## src/rtl/noise_pkg.sv

```systemverilog
// rtl/noise_pkg.sv - shared types and defaults for the noisy-image SCLK path
// Purpose: FSM state type and default widths used by sclk_burst_gen and its interface.
// Ports: none (package).
// Optional feature macro: SCLK_CONT_EN (used by sclk_burst_gen and sclk_burst_gen_if).
package noise_pkg;

  typedef enum logic [1:0] {
    IDLE = 2'd0,
    HIGH = 2'd1,
    LOW  = 2'd2,
    FIN  = 2'd3
  } sclk_state_t;

  localparam int DIV_W_DEF = 8;
  localparam int NP_W_DEF  = 9;

endpackage

```

## src/rtl/sclk_burst_gen_if.sv

```systemverilog
// rtl/sclk_burst_gen_if.sv - request/status bundle between sequencer and SCLK burst generator
// Purpose: groups burst request inputs and SCLK/status outputs.
// Signals: START, DIV, NPULSE, CONT (only with SCLK_CONT_EN) driven by the master;
//          SCLK, BUSY, DONE, PCNT driven by the slave (sclk_burst_gen).
// Modports: master (sequencer side), slave (generator side).
// Optional feature macro: SCLK_CONT_EN adds the CONT signal.
interface sclk_burst_gen_if #(
  parameter int DIV_W = noise_pkg::DIV_W_DEF,
  parameter int NP_W  = noise_pkg::NP_W_DEF
);

  logic             START;
  logic [DIV_W-1:0] DIV;
  logic [NP_W-1:0]  NPULSE;
`ifdef SCLK_CONT_EN
  logic             CONT;
`endif
  logic             SCLK;
  logic             BUSY;
  logic             DONE;
  logic [NP_W-1:0]  PCNT;

  modport master (
    output START, DIV, NPULSE,
`ifdef SCLK_CONT_EN
    output CONT,
`endif
    input  SCLK, BUSY, DONE, PCNT
  );

  modport slave (
    input  START, DIV, NPULSE,
`ifdef SCLK_CONT_EN
    input  CONT,
`endif
    output SCLK, BUSY, DONE, PCNT
  );

endinterface

```

## src/rtl/sclk_phase_timer.sv

```systemverilog
// rtl/sclk_phase_timer.sv - loadable down-counter timing one SCLK phase
// Purpose: counts a phase of load_val+1 cycles; zero flags the last cycle of the phase.
// Ports: clk, rst_n (async, active low), load, load_val[DIV_W], dec -> zero.
module sclk_phase_timer #(
  parameter int DIV_W = 8
) (
  input  logic             clk,
  input  logic             rst_n,
  input  logic             load,
  input  logic [DIV_W-1:0] load_val,
  input  logic             dec,
  output logic             zero
);

  logic [DIV_W-1:0] count_q;
  logic [DIV_W-1:0] count_d;

  // Counting only downward means the largest DIV never overflows.
  always_comb begin
    count_d = count_q;
    if (load) begin
      count_d = load_val;
    end else if (dec && (count_q != '0)) begin
      count_d = count_q - DIV_W'(1);
    end
  end

  always_ff @(posedge clk or negedge rst_n) begin
    if (!rst_n) begin
      count_q <= '0;
    end else begin
      count_q <= count_d;
    end
  end

  assign zero = (count_q == '0);

endmodule

```

## src/rtl/sclk_burst_gen.sv

```systemverilog
// rtl/sclk_burst_gen.sv - gated SCLK burst generator with programmable half-period
// Purpose: on START emits NPULSE SCLK pulses, each phase DIV+1 CLK cycles long,
//          reports BUSY, a one-cycle DONE at burst end and the falling-edge count PCNT.
// Ports: CLK, RST_N (async, active low); bus (sclk_burst_gen_if.slave):
//        START, DIV, NPULSE, CONT (SCLK_CONT_EN only) in; SCLK, BUSY, DONE, PCNT out.
// Optional feature macro: SCLK_CONT_EN enables continuous mode via CONT.
module sclk_burst_gen
  import noise_pkg::*;
#(
  parameter int DIV_W = DIV_W_DEF,
  parameter int NP_W  = NP_W_DEF
) (
  input  logic               CLK,
  input  logic               RST_N,
  sclk_burst_gen_if.slave    bus
);

  sclk_state_t      state_q, state_d;
  logic [DIV_W-1:0] div_q, div_d;
  logic [NP_W-1:0]  np_q, np_d;
  logic [NP_W-1:0]  pcnt_q, pcnt_d;
  logic             sclk_q, sclk_d;
  logic             busy_q, busy_d;
  logic             done_q, done_d;

  logic             tmr_load;
  logic             tmr_dec;
  logic             tmr_zero;
  logic [DIV_W-1:0] tmr_val;
  logic             cont_req;

`ifdef SCLK_CONT_EN
  assign cont_req = bus.CONT;
`else
  assign cont_req = 1'b0;
`endif

  // In IDLE the latched copy is not valid yet, so the first phase loads DIV directly.
  assign tmr_val = (state_q == IDLE) ? bus.DIV : div_q;

  sclk_phase_timer #(.DIV_W(DIV_W)) u_timer (
    .clk      (CLK),
    .rst_n    (RST_N),
    .load     (tmr_load),
    .load_val (tmr_val),
    .dec      (tmr_dec),
    .zero     (tmr_zero)
  );

  always_comb begin
    state_d  = state_q;
    div_d    = div_q;
    np_d     = np_q;
    pcnt_d   = pcnt_q;
    tmr_load = 1'b0;
    tmr_dec  = 1'b0;

    case (state_q)
      IDLE: begin
        if (bus.START) begin
          div_d  = bus.DIV;
          np_d   = bus.NPULSE;
          pcnt_d = '0;
          if (bus.NPULSE != '0) begin
            state_d  = HIGH;
            tmr_load = 1'b1;
          end else begin
            state_d = FIN;
          end
        end
      end
      HIGH: begin
        if (tmr_zero) begin
          // Entering LOW is the falling edge, so the count moves with it.
          state_d  = LOW;
          tmr_load = 1'b1;
          pcnt_d   = pcnt_q + NP_W'(1);
        end else begin
          tmr_dec = 1'b1;
        end
      end
      LOW: begin
        if (tmr_zero) begin
          state_d  = HIGH;
          tmr_load = 1'b1;
          if (pcnt_q == np_q) begin
            if (cont_req) begin
              pcnt_d = '0;
            end else begin
              state_d  = FIN;
              tmr_load = 1'b0;
            end
          end
        end else begin
          tmr_dec = 1'b1;
        end
      end
      FIN: begin
        state_d = IDLE;
      end
      default: begin
        state_d = IDLE;
      end
    endcase

    // Outputs are decoded from the next state so they come straight off flops.
    sclk_d = (state_d == HIGH);
    busy_d = (state_d == HIGH) || (state_d == LOW);
    done_d = (state_d == FIN);
  end

  always_ff @(posedge CLK or negedge RST_N) begin
    if (!RST_N) begin
      state_q <= IDLE;
      div_q   <= '0;
      np_q    <= '0;
      pcnt_q  <= '0;
      sclk_q  <= 1'b0;
      busy_q  <= 1'b0;
      done_q  <= 1'b0;
    end else begin
      state_q <= state_d;
      div_q   <= div_d;
      np_q    <= np_d;
      pcnt_q  <= pcnt_d;
      sclk_q  <= sclk_d;
      busy_q  <= busy_d;
      done_q  <= done_d;
    end
  end

  assign bus.SCLK = sclk_q;
  assign bus.BUSY = busy_q;
  assign bus.DONE = done_q;
  assign bus.PCNT = pcnt_q;

endmodule

```

## src/flat_wrapper.sv

```systemverilog
// flat-port wrapper written by rule: the top's interface ports become plain ports
module sclk_burst_gen_flat import noise_pkg::*;
#(
  parameter int DIV_W = DIV_W_DEF,
  parameter int NP_W  = NP_W_DEF
)
  (CLK, RST_N, bus_START, bus_DIV, bus_NPULSE, bus_SCLK, bus_BUSY, bus_DONE, bus_PCNT);
  sclk_burst_gen_if #(.DIV_W(DIV_W), .NP_W(NP_W)) bus_i ();
  input  logic CLK;
  input  logic RST_N;
  input wire logic [$bits(bus_i.START)-1:0] bus_START;
  input wire logic [$bits(bus_i.DIV)-1:0] bus_DIV;
  input wire logic [$bits(bus_i.NPULSE)-1:0] bus_NPULSE;
  output wire logic [$bits(bus_i.SCLK)-1:0] bus_SCLK;
  output wire logic [$bits(bus_i.BUSY)-1:0] bus_BUSY;
  output wire logic [$bits(bus_i.DONE)-1:0] bus_DONE;
  output wire logic [$bits(bus_i.PCNT)-1:0] bus_PCNT;
  assign bus_i.START = bus_START;
  assign bus_i.DIV = bus_DIV;
  assign bus_i.NPULSE = bus_NPULSE;
  assign bus_SCLK = bus_i.SCLK;
  assign bus_BUSY = bus_i.BUSY;
  assign bus_DONE = bus_i.DONE;
  assign bus_PCNT = bus_i.PCNT;
  sclk_burst_gen #(.DIV_W(DIV_W), .NP_W(NP_W)) u_core (.CLK(CLK), .RST_N(RST_N), .bus(bus_i));
endmodule
```

## config.mk

```make
export PLATFORM = sky130hd
export DESIGN_NAME = sclk_burst_gen_flat
export DESIGN_NICKNAME = d
export VERILOG_FILES = /design/src/rtl/noise_pkg.sv /design/src/rtl/sclk_burst_gen_if.sv /design/src/rtl/sclk_phase_timer.sv /design/src/rtl/sclk_burst_gen.sv /design/src/flat_wrapper.sv
export SDC_FILE = /design/constraint.sdc
export NUM_CORES = 1
export LEC_CHECK = 0
export CAP_MARGIN = 25
export CORE_ASPECT_RATIO = 1.5
export CORE_MARGIN = 1.5
export CORE_UTILIZATION = 54
export CTS_CLUSTER_SIZE = 40
export DETAILED_ROUTE_END_ITERATION = 7
export PLACE_DENSITY = 0.86
export SLEW_MARGIN = 20
export SYNTH_ARGS = -nofsm -noshare
export SYNTH_HDL_FRONTEND = slang
export SYNTH_SLANG_ARGS = --single-unit
```

## constraint.sdc

```tcl
create_clock -name CLK -period 3 [get_ports CLK]
set_input_delay 0.45 -clock CLK [delete_from_list [all_inputs] [get_ports CLK]]
set_output_delay 0.45 -clock CLK [all_outputs]
set_load 0.01 [all_outputs]
```

# After elaboration in Yosys (flattened, before gate mapping)
# Cells that the tools add are included.
op_classes:
  n_addsub: 2
  n_eq_ne: 9
  muxes: 20
  n_reduce_logical: 11
ops:
  columns: ["cell", "n"]
  rows:
  - ["8-bit 2-to-1 mux", 3]
  - ["9-bit 2-to-1 mux", 2]
  - ["9-bit case mux with 2 select lines", 1]
  - ["2-bit 2-to-1 mux", 5]
  - ["9-bit by 1-bit adder with 9-bit output (second input constant)", 1]
  - ["9-bit == test", 1]
  - ["9-bit nonzero test", 1]
  - ["2-bit == test (second input constant)", 4]
  - ["8-bit zero test", 1]
  - ["2-bit case mux with 4 select lines", 1]
  - ["8-bit nonzero test", 1]
  - ["8-bit by 1-bit subtractor with 8-bit output (second input constant)", 1]
  - ["1-bit 2-to-1 mux", 7]
  - ["2-bit by 1-bit == test with 1-bit output (second input constant)", 2]
  - ["2-bit nonzero test", 2]
  - ["1-bit case mux with 3 select lines", 1]
  - ["3-bit AND reduction", 1]
  - ["2-bit zero test", 1]
  - ["2-bit by 1-bit inequality test with 1-bit output (second input constant)", 1]
  - ["2-bit inequality test (second input constant)", 1]
  - ["2-bit AND reduction", 1]
  - ["2-bit OR reduction", 1]
  - ["1-bit logical AND", 1]
  - ["1-bit logical OR", 1]
totals:
  register_bits: 39
  output_inout_bits: 12

# Depth between registers and ports, before layout
logic_depth:
  depth_word: 6
  mapped_depth: 10
  depth_no_buf: 9

# By module
# A second synthesis with hierarchy kept.
unflattened:
  hier_cells: 203
  hier_area_um2: 2190.9
by_module_without_submodules:
  columns: ["mod", "instances", "cells_each", "area_per_inst_um2"]
  rows:
  - ["sclk_burst_gen", 1, 145, 1662.8]
  - ["sclk_phase_timer", 1, 58, 528.0]

# Worst setup path before layout
# No wires, ideal clock.
synth_path:
  path_type: "flip-flop to flip-flop"
  start: "register u_core.u_timer.count_q[0]"
  end: "register u_core.busy_q, in the netlist u_core.bus.BUSY"
  arrival_ps: 2112
  setup_slack_ps: 825
  stages_incl_launch_ff: 8
  n_path_buf: 0
  period_less_slack_ps: 2175
  cell_sequence: "dfrtp_1 -> inv_1 -> ha_1 -> or3b_2 -> or3_1 -> o311ai_2 -> ha_1 -> inv_1"
synth_between:
  elab_chain_cells: 5
  word_cells_on_any_way: 7
  classes_between: "2 x eq/ne; 3 x mux; 2 x reduce/logical"
synth_lines:
  columns: ["element", "line_no", "rtl"]
  rows:
  - ["from (decl)", "sclk_phase_timer.sv:15", "logic [DIV_W-1:0] count_q;"]
  - ["from (signal assigned)", "sclk_phase_timer.sv:32", "count_q <= count_d;"]
  - ["8-bit zero test (*)", "sclk_phase_timer.sv:36", "assign zero = (count_q == '0);"]
  - ["2-bit 2-to-1 mux, on equally long branches", "sclk_burst_gen.sv:83, sclk_burst_gen.sv:73", null]
  - ["2-bit case mux with 4 select lines (*)", "sclk_burst_gen.sv:58", "case (state_q)"]
  - ["2-bit by 1-bit == test with 1-bit output / 2-bit == test (equally long branches)", "sclk_burst_gen.sv:108", "busy_d = (state_d == HIGH) || (state_d == LOW);"]
  - ["1-bit logical OR (*)", "sclk_burst_gen.sv:108", null]
  - ["via u_core.busy_d", "sclk_burst_gen.sv:23", "logic busy_q, busy_d;"]
  - ["to (signal assigned)", "sclk_burst_gen.sv:127", "busy_q <= busy_d;"]
  - ["to (decl)", "sclk_burst_gen.sv:23", null]
# Mark *: on every way through the listed nets, which the timed path passes. The rest lies on a longest branch.
# A chain may end at the register's enable or synchronous reset.

# Worst setup path after layout
layout_path:
  start: "register u_core.u_timer.count_q[0]"
  end: "register u_core.done_q, in the netlist u_core.bus.DONE"
layout_between:
  elab_chain_cells: 4
  word_cells_on_any_way: 5
  classes_between: "1 x eq/ne; 3 x mux; 1 x reduce/logical"
layout_lines:
  columns: ["element", "line_no", "rtl"]
  rows:
  - ["8-bit zero test (*)", "sclk_phase_timer.sv:36", null]
  - ["2-bit 2-to-1 mux, on equally long branches", "sclk_burst_gen.sv:83, sclk_burst_gen.sv:73", null]
  - ["2-bit case mux with 4 select lines (*)", "sclk_burst_gen.sv:58", null]
  - ["via u_core.state_d[1]", "sclk_burst_gen.sv:18", "sclk_state_t state_q, state_d;"]
  - ["2-bit == test (*)", "sclk_burst_gen.sv:109", "done_d = (state_d == FIN);"]
  - ["via u_core.done_d", "sclk_burst_gen.sv:24", "logic done_q, done_d;"]
  - ["to (signal assigned)", "sclk_burst_gen.sv:128", "done_q <= done_d;"]
  - ["to (decl)", "sclk_burst_gen.sv:24", null]
# Marked as above.

==> results.sh <==
export IMPL_powerDensity_nw_per_um2=913
export IMPL_ant_nets=0
export IMPL_grt_overflow=0
export IMPL_clkSlewWorstSetupHoldPaths_ns=0.08
export IMPL_post_route_period_util_pct=80.9
export IMPL_dieArea_um2=4430
export IMPL_area_growth_pct=20.8
export IMPL_switching_share_pct=38.5
export IMPL_cts_resized=0
export IMPL_grt_pass1_wl_mm=7.28
export IMPL_crit_arrival_ns=2.61
export IMPL_die_w_um=54.9
export IMPL_postRouteWirelength_mm=4.20
export IMPL_cp_start_kind="flop"
export IMPL_io_buffers=31
export IMPL_synth_area_per_cell_um2=11.2
export IMPL_rsz0062_at_grt="false"
export IMPL_worstSetupStartpoint="u_core.u_timer.count_q[0]$_DFFE_PN0P_"
export IMPL_hold_class="input pin to asynchronous set/reset pin"
export IMPL_finalNetCount=259
export IMPL_ys_seq_elements=39
export IMPL_syn_area_um2=2180
export IMPL_drv_slew=0
export IMPL_fin_area_um2=2630
export IMPL_maxCapViolCount=0
export IMPL_critical_path_depth=7
export IMPL_total_power_mw=2.40
export IMPL_post_dp_cell_area_um2=2540
export IMPL_finalSetupViolations=0
export IMPL_timing_fmax_mhz=412
export IMPL_tightest_slew_ns=0.863
export IMPL_clock_path_buffers=2
export IMPL_grt_max_degree=40
export IMPL_antenna_found_initial=0
export IMPL_yosysSeqAreaShare_pct=44.8
export IMPL_cp_slowest_cell="or3b_2"
export IMPL_crit_fanout=5
export IMPL_route_detailed_drc=0
export IMPL_cp_cell_sequence="inv_1, ha_1, or3b_2, or3_1, o311ai_2, inv_1, ha_1"
export IMPL_critPathMaxStageDelay_ns=0.55
export IMPL_routed_via_density=5.79
export IMPL_status="completed"
export IMPL_place_inst=269
export IMPL_core_um2=3920
export IMPL_clk_latency_ns=0.30
export IMPL_syn_instance_count=195
export IMPL_switching_power_mw=0.926
export IMPL_cts_buffers=5
export IMPL_rr_worst_depth=7
export IMPL_synth_net_count=223
export IMPL_cts_max_level=2
export IMPL_critPathKind="flop to flop"
export IMPL_pre_cts_ws_ns=0.613
export IMPL_cp_top_family="simple AND/OR/NAND/NOR gates"
export IMPL_num_io_pins=32
export IMPL_cp_data_required_time_ns=3.18
export IMPL_setup_tns_ns=0
export IMPL_antenna_cells=0
export IMPL_timing_final_ws_setup_ns=0.572
export IMPL_firstDrtPassIters=4
export IMPL_fin_hold_ws_ns=0.256
export IMPL_track_usage_pct=23.1
export IMPL_power_frac_clock_pct=14.8
export IMPL_die_h_um=80.8
export IMPL_finish_utilization_pct=67.1
export IMPL_ys_warn_count=0
export IMPL_fin_crit_ns=2.43
export IMPL_gp_congestion=0.923
export IMPL_hold_buffers=0
export IMPL_grt_pass1_vias=1610
export IMPL_rr_startpoint="u_core.u_timer.count_q[0]$_DFFE_PN0P_"
export IMPL_relSlewSlack_pct=42.5
export IMPL_clock_root_buffer="clkbuf_8"
export IMPL_hpwl_mm=3.15
export IMPL_drt_iter0_drc=26
export IMPL_core_rowCount=28
export IMPL_leakage_nw=1.09
export IMPL_cp_num_buf_inv=2
export IMPL_skew_ns=0.0103
export IMPL_setup_worst_path_end_class="flop"
export IMPL_final_cells=277
export IMPL_p_comb_share_pct=46.5
export IMPL_cts_setup_buffers=0
export IMPL_internal_power_mw=1.48
export IMPL_tritoncts="done"
export IMPL_final_hold_violation_count=0
export IMPL_seq_power_share_pct=38.7
export IMPL_cts_sinks=39
export IMPL_wl_per_cell_um=15.1
export IMPL_ys_types=39
export IMPL_start_util_pct=55.5
export IMPL_drive_above_1_share_pct=18.1
export IMPL_ir_drop_mv=0.594
export IMPL_num_vias=1604
area by class of cell:
cell class / instances / area, µm²
clock inverter: 3 / 20.0
clock buffer: 5 / 68.8
inverter: 9 / 33.8
timing repair buffer: 34 / 328
sequential: 39 / 976
fill: 312 / 1290
tap: 45 / 56.3
multi-input combinational: 142 / 1150
synthesized netlist by cell type, drive strengths merged:
library cell	instances	area share [%]
a31oi	1	0.29
nor2	13	3.0
nand2b	1	0.29
dfrtp	39	45
nor4	5	1.4
o211ai	2	0.69
or2	1	0.29
nand3	4	0.92
or4	1	0.52
nor2b	1	0.29
inv	9	1.6
nor3	9	2.1
nor3b	1	0.34
nor4b	1	0.40
mux2i	18	8.3
o22ai	1	0.29
o221ai	1	0.40
o311ai	2	2.0
or3	1	0.29
ha	8	4.6
xnor2	17	6.8
clkbuf	5	0.86
o21ai	4	0.92
a21o	1	0.34
mux2	19	10
nand4	1	0.29
or3b	1	0.40
a21oi	10	3.0
or4b	1	0.46
and3	2	0.63
and4bb	2	1.1
o22a	1	0.40
nand2	12	2.1
cell families (layout without fill, tap and decap cells):
kind of cell / Yosys count / count (layout) / synth area share, %
XOR/XNOR: 17 / 17 / 6.84
multiplexers: 37 / 37 / 18.3
adder cells (fa/ha/maj): 8 / 8 / 4.60
buffers and inverters: 14 / 51 / 2.41
AND/OR/NAND/NOR: 57 / 57 / 14.8
flip-flops: 39 / 39 / 44.8
AO/OA/AOI/OAI: 23 / 23 / 8.27
state kept, by name (all words and copies together), names as in the netlist:
signal                  cells
u_core.bus.SCLK             1
u_core.bus.BUSY             1
u_core.np_q                 9
u_core.div_q                8
u_core.u_timer.count_q      8
u_core.bus.PCNT             9
u_core.bus.DONE             1
u_core.state_q              2
routing by layer:
layer	GRT usage (%)	part of all wire, %	wire (µm)
met1	26.5	40	1680
met2	38.0	53	2240
met3	6.25	3.2	135
met4	12.0	3.3	138
met5	0	0	0
cells in the final DEF, fill, tap and decap left out, types with 2 or more instances in the layout:
| cell | synthesis | layout |
|---|---|---|
| clkinvlp_4 | 0 | 2 |
| nor2_1 | 12 | 12 |
| and4bb_2 | 2 | 2 |
| clkdlybuf4s50_1 | 0 | 30 |
| mux2i_1 | 18 | 18 |
| nand3_1 | 4 | 4 |
| clkbuf_8 | 0 | 5 |
| a21oi_1 | 8 | 8 |
| o21ai_0 | 4 | 4 |
| nor4_1 | 5 | 5 |
| buf_4 | 0 | 3 |
| nand2_1 | 12 | 12 |
| dfrtp_1 | 39 | 39 |
| nor3_1 | 9 | 9 |
| mux2_2 | 18 | 18 |
| o211ai_1 | 2 | 2 |
| ha_1 | 8 | 8 |
| xnor2_1 | 17 | 17 |
| inv_1 | 9 | 9 |
power by group through the flow:
stage / clock, mW / sequential [mW] / combinational [mW]
4_1_cts: 0.362 / 0.928 / 1.13
3_5_place_dp: 0 / 0.937 / 1.13
6_report: 0.356 / 0.929 / 1.12
3_3_place_gp: 0 / 0.922 / 1.09
2_1_floorplan: 0 / 0.903 / 0.841
5_1_grt: 0.382 / 0.962 / 1.25
worst paths after layout:
kind,end,slack (ns)
setup / recovery,u_core.bus.DONE$_DFF_PN0_,0.57
setup reg to reg,u_core.bus.DONE$_DFF_PN0_,0.57
hold reg to reg,u_core.div_q[2]$_DFFE_PN0P_,0.51
max in group asynchronous,u_core.bus.PCNT[1]$_DFFE_PN0P_,2.19
hold / removal,u_core.u_timer.count_q[2]$_DFFE_PN0P_,0.26
min in group CLK,u_core.div_q[2]$_DFFE_PN0P_,0.51
Note: power is estimated with default switching activity, not from simulation.
